==> src/rtl/qea_pkg.sv <==
// Shared types and constants for the QEA host-side run controller.
// Widths match the QEA core defaults; ONE_FIXED is 1.0 in the core's fixed-point format.
package qea_pkg;

    localparam int PE_NUM_WIDTH            = 2;
    localparam int PE_NUM                  = 4;
    localparam int DATA_WIDTH              = 32;
    localparam int MAX_QBIT_WIDTH          = 6;
    localparam int STATE_DATA_WIDTH        = 64;
    localparam int STATE_ADDR_WIDTH        = 16;
    localparam int GATE_CONTEXT_DATA_WIDTH = 64;
    localparam int GATE_CONTEXT_ADDR_WIDTH = 16;
    localparam int NUM_FRAC_BIT            = 30;

    localparam int ROW_WIDTH = PE_NUM * STATE_DATA_WIDTH;
    localparam int AMP_TOP   = ROW_WIDTH - 1;

    localparam logic [DATA_WIDTH-1:0]       ONE_FIXED = DATA_WIDTH'(1'b1) << NUM_FRAC_BIT;
    // Amplitude layout is {real, imag}; |0...0> has real = 1.0, imag = 0.
    localparam logic [STATE_DATA_WIDTH-1:0] AMP_ONE   = {ONE_FIXED, {DATA_WIDTH{1'b0}}};

    typedef enum logic [3:0] {
        ST_IDLE       = 4'd0,
        ST_LOAD_CTX   = 4'd1,
        ST_INIT_STATE = 4'd2,
        ST_INIT_GAP   = 4'd3,
        ST_START      = 4'd4,
        ST_RUN        = 4'd5,
        ST_READ_ISSUE = 4'd6,
        ST_READ_WAIT  = 4'd7,
        ST_READ_OUT   = 4'd8
    } run_state_e;

    function automatic logic [ROW_WIDTH-1:0] init_row(input logic is_row0);
        logic [ROW_WIDTH-1:0] row_s;
        row_s = '0;
        if (is_row0) begin
            row_s[AMP_TOP -: STATE_DATA_WIDTH] = AMP_ONE;
        end else begin
            row_s = '0;
        end
        return row_s;
    endfunction

endpackage

==> src/rtl/qea_run_ctrl_if.sv <==
// Host-side bus of the QEA run controller: job/context/result streams and all QEA host ports.
interface qea_run_ctrl_if;
    import qea_pkg::*;

    logic                                 i_cfg_valid;
    logic                                 o_cfg_ready;
    logic [MAX_QBIT_WIDTH-1:0]            i_cfg_qbit_num;
    logic [GATE_CONTEXT_ADDR_WIDTH-1:0]   i_cfg_ins_num;
    logic                                 i_ctx_valid;
    logic                                 o_ctx_ready;
    logic [GATE_CONTEXT_DATA_WIDTH-1:0]   i_ctx_data;
    logic                                 o_qea_start;
    logic [MAX_QBIT_WIDTH-1:0]            o_qea_qbit_num;
    logic                                 o_qea_ctx_en;
    logic                                 o_qea_ctx_wea;
    logic [GATE_CONTEXT_ADDR_WIDTH-1:0]   o_qea_ctx_addr;
    logic [GATE_CONTEXT_DATA_WIDTH-1:0]   o_qea_ctx_data;
    logic                                 o_qea_state_ena;
    logic                                 o_qea_state_wea;
    logic [STATE_ADDR_WIDTH-1:0]          o_qea_state_addra;
    logic [ROW_WIDTH-1:0]                 o_qea_state_dina;
    logic                                 i_qea_complete;
    logic [ROW_WIDTH-1:0]                 i_qea_state_dout;
    logic                                 o_res_valid;
    logic                                 i_res_ready;
    logic [ROW_WIDTH-1:0]                 o_res_data;
    logic [STATE_ADDR_WIDTH-1:0]          o_res_addr;
    logic                                 o_res_last;
    logic                                 o_busy;
    logic                                 o_done;
    logic                                 o_err_cfg;
    logic                                 o_err_timeout;
    logic [31:0]                          o_cycle_count;

    modport master (
        input  i_cfg_valid, i_cfg_qbit_num, i_cfg_ins_num, i_ctx_valid, i_ctx_data,
               i_qea_complete, i_qea_state_dout, i_res_ready,
        output o_cfg_ready, o_ctx_ready, o_qea_start, o_qea_qbit_num, o_qea_ctx_en,
               o_qea_ctx_wea, o_qea_ctx_addr, o_qea_ctx_data, o_qea_state_ena,
               o_qea_state_wea, o_qea_state_addra, o_qea_state_dina, o_res_valid,
               o_res_data, o_res_addr, o_res_last, o_busy, o_done, o_err_cfg,
               o_err_timeout, o_cycle_count
    );

    modport slave (
        output i_cfg_valid, i_cfg_qbit_num, i_cfg_ins_num, i_ctx_valid, i_ctx_data,
               i_qea_complete, i_qea_state_dout, i_res_ready,
        input  o_cfg_ready, o_ctx_ready, o_qea_start, o_qea_qbit_num, o_qea_ctx_en,
               o_qea_ctx_wea, o_qea_ctx_addr, o_qea_ctx_data, o_qea_state_ena,
               o_qea_state_wea, o_qea_state_addra, o_qea_state_dina, o_res_valid,
               o_res_data, o_res_addr, o_res_last, o_busy, o_done, o_err_cfg,
               o_err_timeout, o_cycle_count
    );

endinterface

==> src/rtl/qea_run_ctrl.sv <==
// Job sequencer in front of QEA: loads context, initialises |0...0>, starts the core,
// times the run and streams the final state vector back out row by row.
module qea_run_ctrl
    import qea_pkg::*;
#(
    parameter int READ_LATENCY   = 1,
    parameter int TIMEOUT_CYCLES = 1000000
) (
    input logic            clk,
    input logic            rst,
    qea_run_ctrl_if.master bus
);

    localparam int                ROWS_W      = STATE_ADDR_WIDTH + 1;
    localparam logic [7:0]        WAIT_LAST   = 8'(READ_LATENCY - 1);
    localparam logic [31:0]       TIMEOUT_VAL = 32'(TIMEOUT_CYCLES);

    run_state_e                           state_r;
    logic [MAX_QBIT_WIDTH-1:0]            qbit_r;
    logic [GATE_CONTEXT_ADDR_WIDTH-1:0]   ins_last_r;
    logic [STATE_ADDR_WIDTH-1:0]          last_row_r;
    logic [GATE_CONTEXT_ADDR_WIDTH-1:0]   word_idx_r;
    logic [STATE_ADDR_WIDTH-1:0]          row_r;
    logic [7:0]                           wait_r;
    logic [31:0]                          cycle_r;

    logic                                 cfg_ready_r;
    logic                                 ctx_ready_r;
    logic                                 busy_r;
    logic                                 start_r;
    logic                                 done_r;
    logic                                 err_cfg_r;
    logic                                 err_timeout_r;
    logic                                 ctx_en_r;
    logic [GATE_CONTEXT_ADDR_WIDTH-1:0]   ctx_addr_r;
    logic [GATE_CONTEXT_DATA_WIDTH-1:0]   ctx_data_r;
    logic                                 state_ena_r;
    logic                                 state_wea_r;
    logic [STATE_ADDR_WIDTH-1:0]          state_addr_r;
    logic [ROW_WIDTH-1:0]                 state_dina_r;
    logic                                 res_valid_r;
    logic [ROW_WIDTH-1:0]                 res_data_r;
    logic [STATE_ADDR_WIDTH-1:0]          res_addr_r;
    logic                                 res_last_r;

    logic                                 cfg_ok_s;
    logic [MAX_QBIT_WIDTH-1:0]            row_shift_s;
    logic [ROWS_W-1:0]                    row_cnt_s;
    logic [ROWS_W-1:0]                    row_max_s;

    // Config validation and row-count derivation for the incoming job request.
    always_comb begin
        row_shift_s = bus.i_cfg_qbit_num - MAX_QBIT_WIDTH'(PE_NUM_WIDTH);
        row_cnt_s   = ROWS_W'(1'b1) << row_shift_s;
        row_max_s   = row_cnt_s - ROWS_W'(1'b1);
        if (bus.i_cfg_qbit_num < MAX_QBIT_WIDTH'(PE_NUM_WIDTH)) begin
            cfg_ok_s = 1'b0;
        end else if (row_shift_s > MAX_QBIT_WIDTH'(STATE_ADDR_WIDTH)) begin
            cfg_ok_s = 1'b0;
        end else if (bus.i_cfg_ins_num == '0) begin
            cfg_ok_s = 1'b0;
        end else begin
            cfg_ok_s = 1'b1;
        end
    end

    // Job FSM; every output is a register updated on the transition that needs it.
    always_ff @(posedge clk) begin
        if (rst) begin
            state_r       <= ST_IDLE;
            qbit_r        <= '0;
            ins_last_r    <= '0;
            last_row_r    <= '0;
            word_idx_r    <= '0;
            row_r         <= '0;
            wait_r        <= 8'd0;
            cycle_r       <= 32'd0;
            cfg_ready_r   <= 1'b1;
            ctx_ready_r   <= 1'b0;
            busy_r        <= 1'b0;
            start_r       <= 1'b0;
            done_r        <= 1'b0;
            err_cfg_r     <= 1'b0;
            err_timeout_r <= 1'b0;
            ctx_en_r      <= 1'b0;
            ctx_addr_r    <= '0;
            ctx_data_r    <= '0;
            state_ena_r   <= 1'b0;
            state_wea_r   <= 1'b0;
            state_addr_r  <= '0;
            state_dina_r  <= '0;
            res_valid_r   <= 1'b0;
            res_data_r    <= '0;
            res_addr_r    <= '0;
            res_last_r    <= 1'b0;
        end else begin
            start_r       <= 1'b0;
            done_r        <= 1'b0;
            err_cfg_r     <= 1'b0;
            err_timeout_r <= 1'b0;
            ctx_en_r      <= 1'b0;
            state_ena_r   <= 1'b0;
            state_wea_r   <= 1'b0;
            case (state_r)
                ST_IDLE: begin
                    if (bus.i_cfg_valid && cfg_ready_r) begin
                        if (cfg_ok_s) begin
                            qbit_r      <= bus.i_cfg_qbit_num;
                            ins_last_r  <= bus.i_cfg_ins_num - GATE_CONTEXT_ADDR_WIDTH'(1'b1);
                            last_row_r  <= row_max_s[STATE_ADDR_WIDTH-1:0];
                            word_idx_r  <= '0;
                            cfg_ready_r <= 1'b0;
                            ctx_ready_r <= 1'b1;
                            busy_r      <= 1'b1;
                            state_r     <= ST_LOAD_CTX;
                        end else begin
                            err_cfg_r   <= 1'b1;
                        end
                    end
                end
                ST_LOAD_CTX: begin
                    if (bus.i_ctx_valid && ctx_ready_r) begin
                        ctx_en_r   <= 1'b1;
                        ctx_addr_r <= word_idx_r;
                        ctx_data_r <= bus.i_ctx_data;
                        word_idx_r <= word_idx_r + GATE_CONTEXT_ADDR_WIDTH'(1'b1);
                        if (word_idx_r == ins_last_r) begin
                            ctx_ready_r <= 1'b0;
                            row_r       <= '0;
                            state_r     <= ST_INIT_STATE;
                        end
                    end
                end
                ST_INIT_STATE: begin
                    state_ena_r  <= 1'b1;
                    state_wea_r  <= 1'b1;
                    state_addr_r <= row_r;
                    state_dina_r <= init_row(row_r == '0);
                    row_r        <= row_r + STATE_ADDR_WIDTH'(1'b1);
                    if (row_r == last_row_r) begin
                        state_r <= ST_INIT_GAP;
                    end
                end
                ST_INIT_GAP: begin
                    state_r <= ST_START;
                end
                ST_START: begin
                    start_r <= 1'b1;
                    cycle_r <= 32'd0;
                    state_r <= ST_RUN;
                end
                ST_RUN: begin
                    // cycle_r equals the number of cycles since start, so the first two are masked.
                    if (bus.i_qea_complete && (cycle_r >= 32'd2)) begin
                        row_r        <= '0;
                        state_ena_r  <= 1'b1;
                        state_addr_r <= '0;
                        state_r      <= ST_READ_ISSUE;
                    end else begin
                        cycle_r <= cycle_r + 32'd1;
                        if ((cycle_r + 32'd1) == TIMEOUT_VAL) begin
                            err_timeout_r <= 1'b1;
                            done_r        <= 1'b1;
                            cfg_ready_r   <= 1'b1;
                            busy_r        <= 1'b0;
                            state_r       <= ST_IDLE;
                        end
                    end
                end
                ST_READ_ISSUE: begin
                    wait_r  <= 8'd0;
                    state_r <= ST_READ_WAIT;
                end
                ST_READ_WAIT: begin
                    if (wait_r == WAIT_LAST) begin
                        res_valid_r <= 1'b1;
                        res_data_r  <= bus.i_qea_state_dout;
                        res_addr_r  <= row_r;
                        res_last_r  <= (row_r == last_row_r);
                        state_r     <= ST_READ_OUT;
                    end else begin
                        wait_r <= wait_r + 8'd1;
                    end
                end
                ST_READ_OUT: begin
                    if (bus.i_res_ready) begin
                        res_valid_r <= 1'b0;
                        if (row_r == last_row_r) begin
                            done_r      <= 1'b1;
                            cfg_ready_r <= 1'b1;
                            busy_r      <= 1'b0;
                            state_r     <= ST_IDLE;
                        end else begin
                            row_r        <= row_r + STATE_ADDR_WIDTH'(1'b1);
                            state_ena_r  <= 1'b1;
                            state_addr_r <= row_r + STATE_ADDR_WIDTH'(1'b1);
                            state_r      <= ST_READ_ISSUE;
                        end
                    end
                end
                default: begin
                    cfg_ready_r <= 1'b1;
                    ctx_ready_r <= 1'b0;
                    res_valid_r <= 1'b0;
                    busy_r      <= 1'b0;
                    state_r     <= ST_IDLE;
                end
            endcase
        end
    end

    assign bus.o_cfg_ready       = cfg_ready_r;
    assign bus.o_ctx_ready       = ctx_ready_r;
    assign bus.o_qea_start       = start_r;
    assign bus.o_qea_qbit_num    = qbit_r;
    assign bus.o_qea_ctx_en      = ctx_en_r;
    assign bus.o_qea_ctx_wea     = ctx_en_r;
    assign bus.o_qea_ctx_addr    = ctx_addr_r;
    assign bus.o_qea_ctx_data    = ctx_data_r;
    assign bus.o_qea_state_ena   = state_ena_r;
    assign bus.o_qea_state_wea   = state_wea_r;
    assign bus.o_qea_state_addra = state_addr_r;
    assign bus.o_qea_state_dina  = state_dina_r;
    assign bus.o_res_valid       = res_valid_r;
    assign bus.o_res_data        = res_data_r;
    assign bus.o_res_addr        = res_addr_r;
    assign bus.o_res_last        = res_last_r;
    assign bus.o_busy            = busy_r;
    assign bus.o_done            = done_r;
    assign bus.o_err_cfg         = err_cfg_r;
    assign bus.o_err_timeout     = err_timeout_r;
    assign bus.o_cycle_count     = cycle_r;

endmodule

==> src/flat_wrapper.sv <==
// flat-port wrapper written by rule: the top's interface ports become plain ports
module qea_run_ctrl_flat import qea_pkg::*;
#(
    parameter int READ_LATENCY   = 1,
    parameter int TIMEOUT_CYCLES = 1000000
)
  (clk, rst, bus_i_cfg_valid, bus_i_cfg_qbit_num, bus_i_cfg_ins_num, bus_i_ctx_valid, bus_i_ctx_data, bus_i_qea_complete, bus_i_qea_state_dout, bus_i_res_ready, bus_o_cfg_ready, bus_o_ctx_ready, bus_o_qea_start, bus_o_qea_qbit_num, bus_o_qea_ctx_en, bus_o_qea_ctx_wea, bus_o_qea_ctx_addr, bus_o_qea_ctx_data, bus_o_qea_state_ena, bus_o_qea_state_wea, bus_o_qea_state_addra, bus_o_qea_state_dina, bus_o_res_valid, bus_o_res_data, bus_o_res_addr, bus_o_res_last, bus_o_busy, bus_o_done, bus_o_err_cfg, bus_o_err_timeout, bus_o_cycle_count);
  qea_run_ctrl_if bus_i ();
  input logic clk;
  input logic rst;
  input wire logic [$bits(bus_i.i_cfg_valid)-1:0] bus_i_cfg_valid;
  input wire logic [$bits(bus_i.i_cfg_qbit_num)-1:0] bus_i_cfg_qbit_num;
  input wire logic [$bits(bus_i.i_cfg_ins_num)-1:0] bus_i_cfg_ins_num;
  input wire logic [$bits(bus_i.i_ctx_valid)-1:0] bus_i_ctx_valid;
  input wire logic [$bits(bus_i.i_ctx_data)-1:0] bus_i_ctx_data;
  input wire logic [$bits(bus_i.i_qea_complete)-1:0] bus_i_qea_complete;
  input wire logic [$bits(bus_i.i_qea_state_dout)-1:0] bus_i_qea_state_dout;
  input wire logic [$bits(bus_i.i_res_ready)-1:0] bus_i_res_ready;
  output wire logic [$bits(bus_i.o_cfg_ready)-1:0] bus_o_cfg_ready;
  output wire logic [$bits(bus_i.o_ctx_ready)-1:0] bus_o_ctx_ready;
  output wire logic [$bits(bus_i.o_qea_start)-1:0] bus_o_qea_start;
  output wire logic [$bits(bus_i.o_qea_qbit_num)-1:0] bus_o_qea_qbit_num;
  output wire logic [$bits(bus_i.o_qea_ctx_en)-1:0] bus_o_qea_ctx_en;
  output wire logic [$bits(bus_i.o_qea_ctx_wea)-1:0] bus_o_qea_ctx_wea;
  output wire logic [$bits(bus_i.o_qea_ctx_addr)-1:0] bus_o_qea_ctx_addr;
  output wire logic [$bits(bus_i.o_qea_ctx_data)-1:0] bus_o_qea_ctx_data;
  output wire logic [$bits(bus_i.o_qea_state_ena)-1:0] bus_o_qea_state_ena;
  output wire logic [$bits(bus_i.o_qea_state_wea)-1:0] bus_o_qea_state_wea;
  output wire logic [$bits(bus_i.o_qea_state_addra)-1:0] bus_o_qea_state_addra;
  output wire logic [$bits(bus_i.o_qea_state_dina)-1:0] bus_o_qea_state_dina;
  output wire logic [$bits(bus_i.o_res_valid)-1:0] bus_o_res_valid;
  output wire logic [$bits(bus_i.o_res_data)-1:0] bus_o_res_data;
  output wire logic [$bits(bus_i.o_res_addr)-1:0] bus_o_res_addr;
  output wire logic [$bits(bus_i.o_res_last)-1:0] bus_o_res_last;
  output wire logic [$bits(bus_i.o_busy)-1:0] bus_o_busy;
  output wire logic [$bits(bus_i.o_done)-1:0] bus_o_done;
  output wire logic [$bits(bus_i.o_err_cfg)-1:0] bus_o_err_cfg;
  output wire logic [$bits(bus_i.o_err_timeout)-1:0] bus_o_err_timeout;
  output wire logic [$bits(bus_i.o_cycle_count)-1:0] bus_o_cycle_count;
  assign bus_i.i_cfg_valid = bus_i_cfg_valid;
  assign bus_i.i_cfg_qbit_num = bus_i_cfg_qbit_num;
  assign bus_i.i_cfg_ins_num = bus_i_cfg_ins_num;
  assign bus_i.i_ctx_valid = bus_i_ctx_valid;
  assign bus_i.i_ctx_data = bus_i_ctx_data;
  assign bus_i.i_qea_complete = bus_i_qea_complete;
  assign bus_i.i_qea_state_dout = bus_i_qea_state_dout;
  assign bus_i.i_res_ready = bus_i_res_ready;
  assign bus_o_cfg_ready = bus_i.o_cfg_ready;
  assign bus_o_ctx_ready = bus_i.o_ctx_ready;
  assign bus_o_qea_start = bus_i.o_qea_start;
  assign bus_o_qea_qbit_num = bus_i.o_qea_qbit_num;
  assign bus_o_qea_ctx_en = bus_i.o_qea_ctx_en;
  assign bus_o_qea_ctx_wea = bus_i.o_qea_ctx_wea;
  assign bus_o_qea_ctx_addr = bus_i.o_qea_ctx_addr;
  assign bus_o_qea_ctx_data = bus_i.o_qea_ctx_data;
  assign bus_o_qea_state_ena = bus_i.o_qea_state_ena;
  assign bus_o_qea_state_wea = bus_i.o_qea_state_wea;
  assign bus_o_qea_state_addra = bus_i.o_qea_state_addra;
  assign bus_o_qea_state_dina = bus_i.o_qea_state_dina;
  assign bus_o_res_valid = bus_i.o_res_valid;
  assign bus_o_res_data = bus_i.o_res_data;
  assign bus_o_res_addr = bus_i.o_res_addr;
  assign bus_o_res_last = bus_i.o_res_last;
  assign bus_o_busy = bus_i.o_busy;
  assign bus_o_done = bus_i.o_done;
  assign bus_o_err_cfg = bus_i.o_err_cfg;
  assign bus_o_err_timeout = bus_i.o_err_timeout;
  assign bus_o_cycle_count = bus_i.o_cycle_count;
  qea_run_ctrl #(.READ_LATENCY(READ_LATENCY), .TIMEOUT_CYCLES(TIMEOUT_CYCLES)) u_core (.clk(clk), .rst(rst), .bus(bus_i));
endmodule
==> config.mk <==
export PLATFORM = sky130hd
export DESIGN_NAME = qea_run_ctrl_flat
export DESIGN_NICKNAME = d
export VERILOG_FILES = /design/src/rtl/qea_pkg.sv /design/src/rtl/qea_run_ctrl_if.sv /design/src/rtl/qea_run_ctrl.sv /design/src/flat_wrapper.sv
export SDC_FILE = /design/constraint.sdc
export NUM_CORES = 1
export LEC_CHECK = 0
export CORE_AREA = 2 2 403 405
export CTS_BUF_LIST = sky130_fd_sc_hd__clkbuf_16
export DETAILED_ROUTE_END_ITERATION = 7
export DIE_AREA = 0 0 405 407
export HOLD_SLACK_MARGIN = 0.05
export PLACE_DENSITY = 0.42
export SETUP_SLACK_MARGIN = 0.4
export SLEW_MARGIN = 15
export SYNTH_ARGS = -nofsm -noshare
export SYNTH_HDL_FRONTEND = slang
export SYNTH_SLANG_ARGS = --single-unit
==> constraint.sdc <==
create_clock -name clk -period 5.5 [get_ports clk]
set_clock_uncertainty 0.15 [all_clocks]
set_input_delay 1.65 -clock clk [delete_from_list [all_inputs] [get_ports clk]]
set_output_delay 1.65 -clock clk [all_outputs]
set_load 0.02 [all_outputs]
==> impl_metrics.ini <==
[status]
status = finished, final reports clean

[timing]
max_slew_margin_pct = 41.9
hold_viol_final = 0
timing.fmax_mhz = 216
tightest_slew_ps = 871
finalCriticalPeriod_ps = 4620
tns_ps = 0
holdWs_ps = 301
fin_ws_ps = 876
rsz0062_at_grt = false
finalMaxSlewViolations = 0
finalCritPeriodShare_pct = 84.1
setup_viol = 0

[synthesis]
yosysTopAreaCell = dfxtp_1
synth-compound-area-share_pct = 15.7
ys_seq_area_share_pct = 44.6
synth_area_um2 = 22200
synth-edff-count = 0
synthMuxAreaShare_pct = 0.186
yosys.area_share.simple_pct = 23.3
synth_cell_types = 81
netlist.area_leader.share_pct = 44.6
synth_xor_area_share_pct = 2.80
synth_fa_ha_area_share_pct = 0.563
synth_async_sr_flop_share_pct = 0
netlist_instances = 2879
synth.ff_latch_count = 495
synth-main-ff-cell = dfxtp_1
syn_area_per_cell_um2 = 7.72
synth_top_family_by_area = simple AND/OR/NAND/NOR gates
ys_warn_count = 0
synth_area_leaders = dfxtp_1 (45%), nand2_1 (13%), a21oi_1 (9.9%)

[worst_hold_path]
worstHoldStart = u_core.bus.o_qea_ctx_data[55]
hold_depth = 2
hold_path_end = u_core.bus.o_qea_ctx_data[55]
hp-class = reg -> reg

[route]
viasPerCell = 3.69
vias = 21300
drtIter0Drc = 1234
wirelength_um = 103000
wire_per_inst_um = 17.8
drc_errors = 0
drtAntennaViolNets = 0
dr.pass1.iters = 5

[die]
die_y_um = 407
io_pins = 1023
die-area_um2 = 165000
coreArea_um2 = 160000
initial_core_util_pct = 13.9
placementRows = 147
die_w_um = 405

[setup_path]
regToRegSetupSlack_ps = 1660
rr_endpoint = u_core.bus.o_done
cp_data_arrival_time_ps = 4980
crit_type = in -> reg
endpoint_kind = flip-flop
start_kind = input port
worst_ep_required_time_ps = 5860
crit-reg2reg-launch = u_core.bus.o_cycle_count[1]
reg2regPathDepth = 9
crit_fanout = 10

[grt]
grt_max_degree = 99
grt_pass1_vias = 19700
grt_usage_pct = 11.7
antenna_found_initial = 7
grt-ovfl-total = 0
grt_pass1_wl_um = 143000

[place]
placed_cells = 5640
portBuffers = 767
pre_cts_slack_ps = 242
place_congestion = 0.755
hpwl_um = 76500

[clock_tree]
clkSinkCount = 495
cts_setup_buffers = 0
clk_path_buf_depth = 3
cts.repair.resized = 0
tritoncts = yes
cts_hold_buffers = 0
cts.clk_slew.worst_paths_ps = 60
cts_root_buf = clkbuf_16
clk_latency_ps = 670
numCtsBuffers = 71
htreeDepth = 3

[pwr]
power.density_nw_per_um2 = 292
peakVddDrop_uv = 215
p_total_mw = 9.83
p_leak_nw = 11.2

[run]
maxCapViolCount = 0

[final_layout]
final_nets = 3911
layout.cells.most_common = nand2_1
finalNonFillerCells = 5775
drive_above_1_share_pct = 5.18
area_growth_pct = 51.4
layout_common_cells = nand2_1 (783), clkdlybuf4s50_1 (766), dfxtp_1 (495)
fillCellCount = 17800
## worst max-delay path, cell delays in order
cell and delay [ps]:
clkdlybuf4s50_1 560, inv_1 60, ha_1 460, nand3b_1 110, a211oi_1 270, o221ai_1 190
buf_4 200, o31ai_1 510, nor4b_2 540, mux2i_1 250, o21a_1 140, nor2_1 40
## flip-flops by register name, indices dropped and copies added (netlist names), 4 cells and up
name and cells:
u_core.bus.o_qea_qbit_num 6, u_core.bus.o_qea_ctx_addr 16, u_core.state_r 4, u_core.word_idx_r 16, u_core.last_row_r 16, u_core.row_r 16
u_core.wait_r 8, u_core.bus.o_cycle_count 32, u_core.bus.o_qea_state_addra 16, u_core.bus.o_qea_ctx_data 64, u_core.bus.o_res_addr 16, u_core.bus.o_res_data 256
u_core.ins_last_r 16
## stage by stage
stage	util (%)	area, µm²
3_3_place_gp	19.5	31300
6_report	21.0	33700
4_1_cts	21.0	33600
5_1_grt	21.0	33700
2_1_floorplan	-	23200
3_5_place_dp	19.5	31300
## cell type report
class	instances	area [µm²]	area share, %
antenna	4	10.0	0.0297
tap	2160	2700	8.03
clock buffer	73	1830	5.43
timing repair buffer	812	8130	24.2
sequential	495	9910	29.4
clock inverter	58	567	1.68
inverter	19	71.3	0.212
multi-input combinational	2154	10400	31.0
## Yosys cell counts, types with 23 or more instances
cell	instances
a21oi_1	438
or3_1	23
nand4_1	24
dfxtp_1	495
nor3_1	44
nor2_1	150
o21ai_0	72
nand3_1	40
buf_4	256
a211oi_1	35
xor2_1	40
nor4_1	24
nand2_1	784
buf_2	43
clkbuf_1	160
xnor2_1	31
## power breakdown
group          total (mW)  switching, mW  internal, mW
sequential           3.77         0.0854          3.69
clock                4.79           1.94          2.85
combinational        1.27          0.766         0.509
## worst max path at each step
stage | end | start | slack, ps
3_5_place_dp | u_core.state_r[0] | bus_i_cfg_qbit_num[2] | 240
2_1_floorplan | u_core.state_r[0] | bus_i_cfg_qbit_num[1] | 1090
5_1_grt | u_core.state_r[0] | bus_i_cfg_qbit_num[2] | 550
4_1_cts | u_core.state_r[0] | bus_i_cfg_qbit_num[2] | 930
6_report | u_core.state_r[0] | bus_i_cfg_qbit_num[2] | 880
3_3_place_gp | u_core.state_r[0] | bus_i_cfg_qbit_num[2] | 270
## kinds of logic (layout without fill, tap and decap cells)
family	count (synthesis)	in the layout
compound gates	628	628
fa+ha+maj	10	10
mux	4	4
other cells	1	259
xor+xnor	71	71
flops	495	495
simple gates	1186	1186
buf+inv	484	962
## per-layer routing
| layer | part of all wire, % | track usage [%] |
|---|---|---|
| met1 | 44 | 15.1 |
| met5 | 0 | 0 |
| met2 | 46 | 18.5 |
| met3 | 7.5 | 3.76 |
| met4 | 2.4 | 3.53 |
No activity file was read; power rests on OpenSTA's default activity.
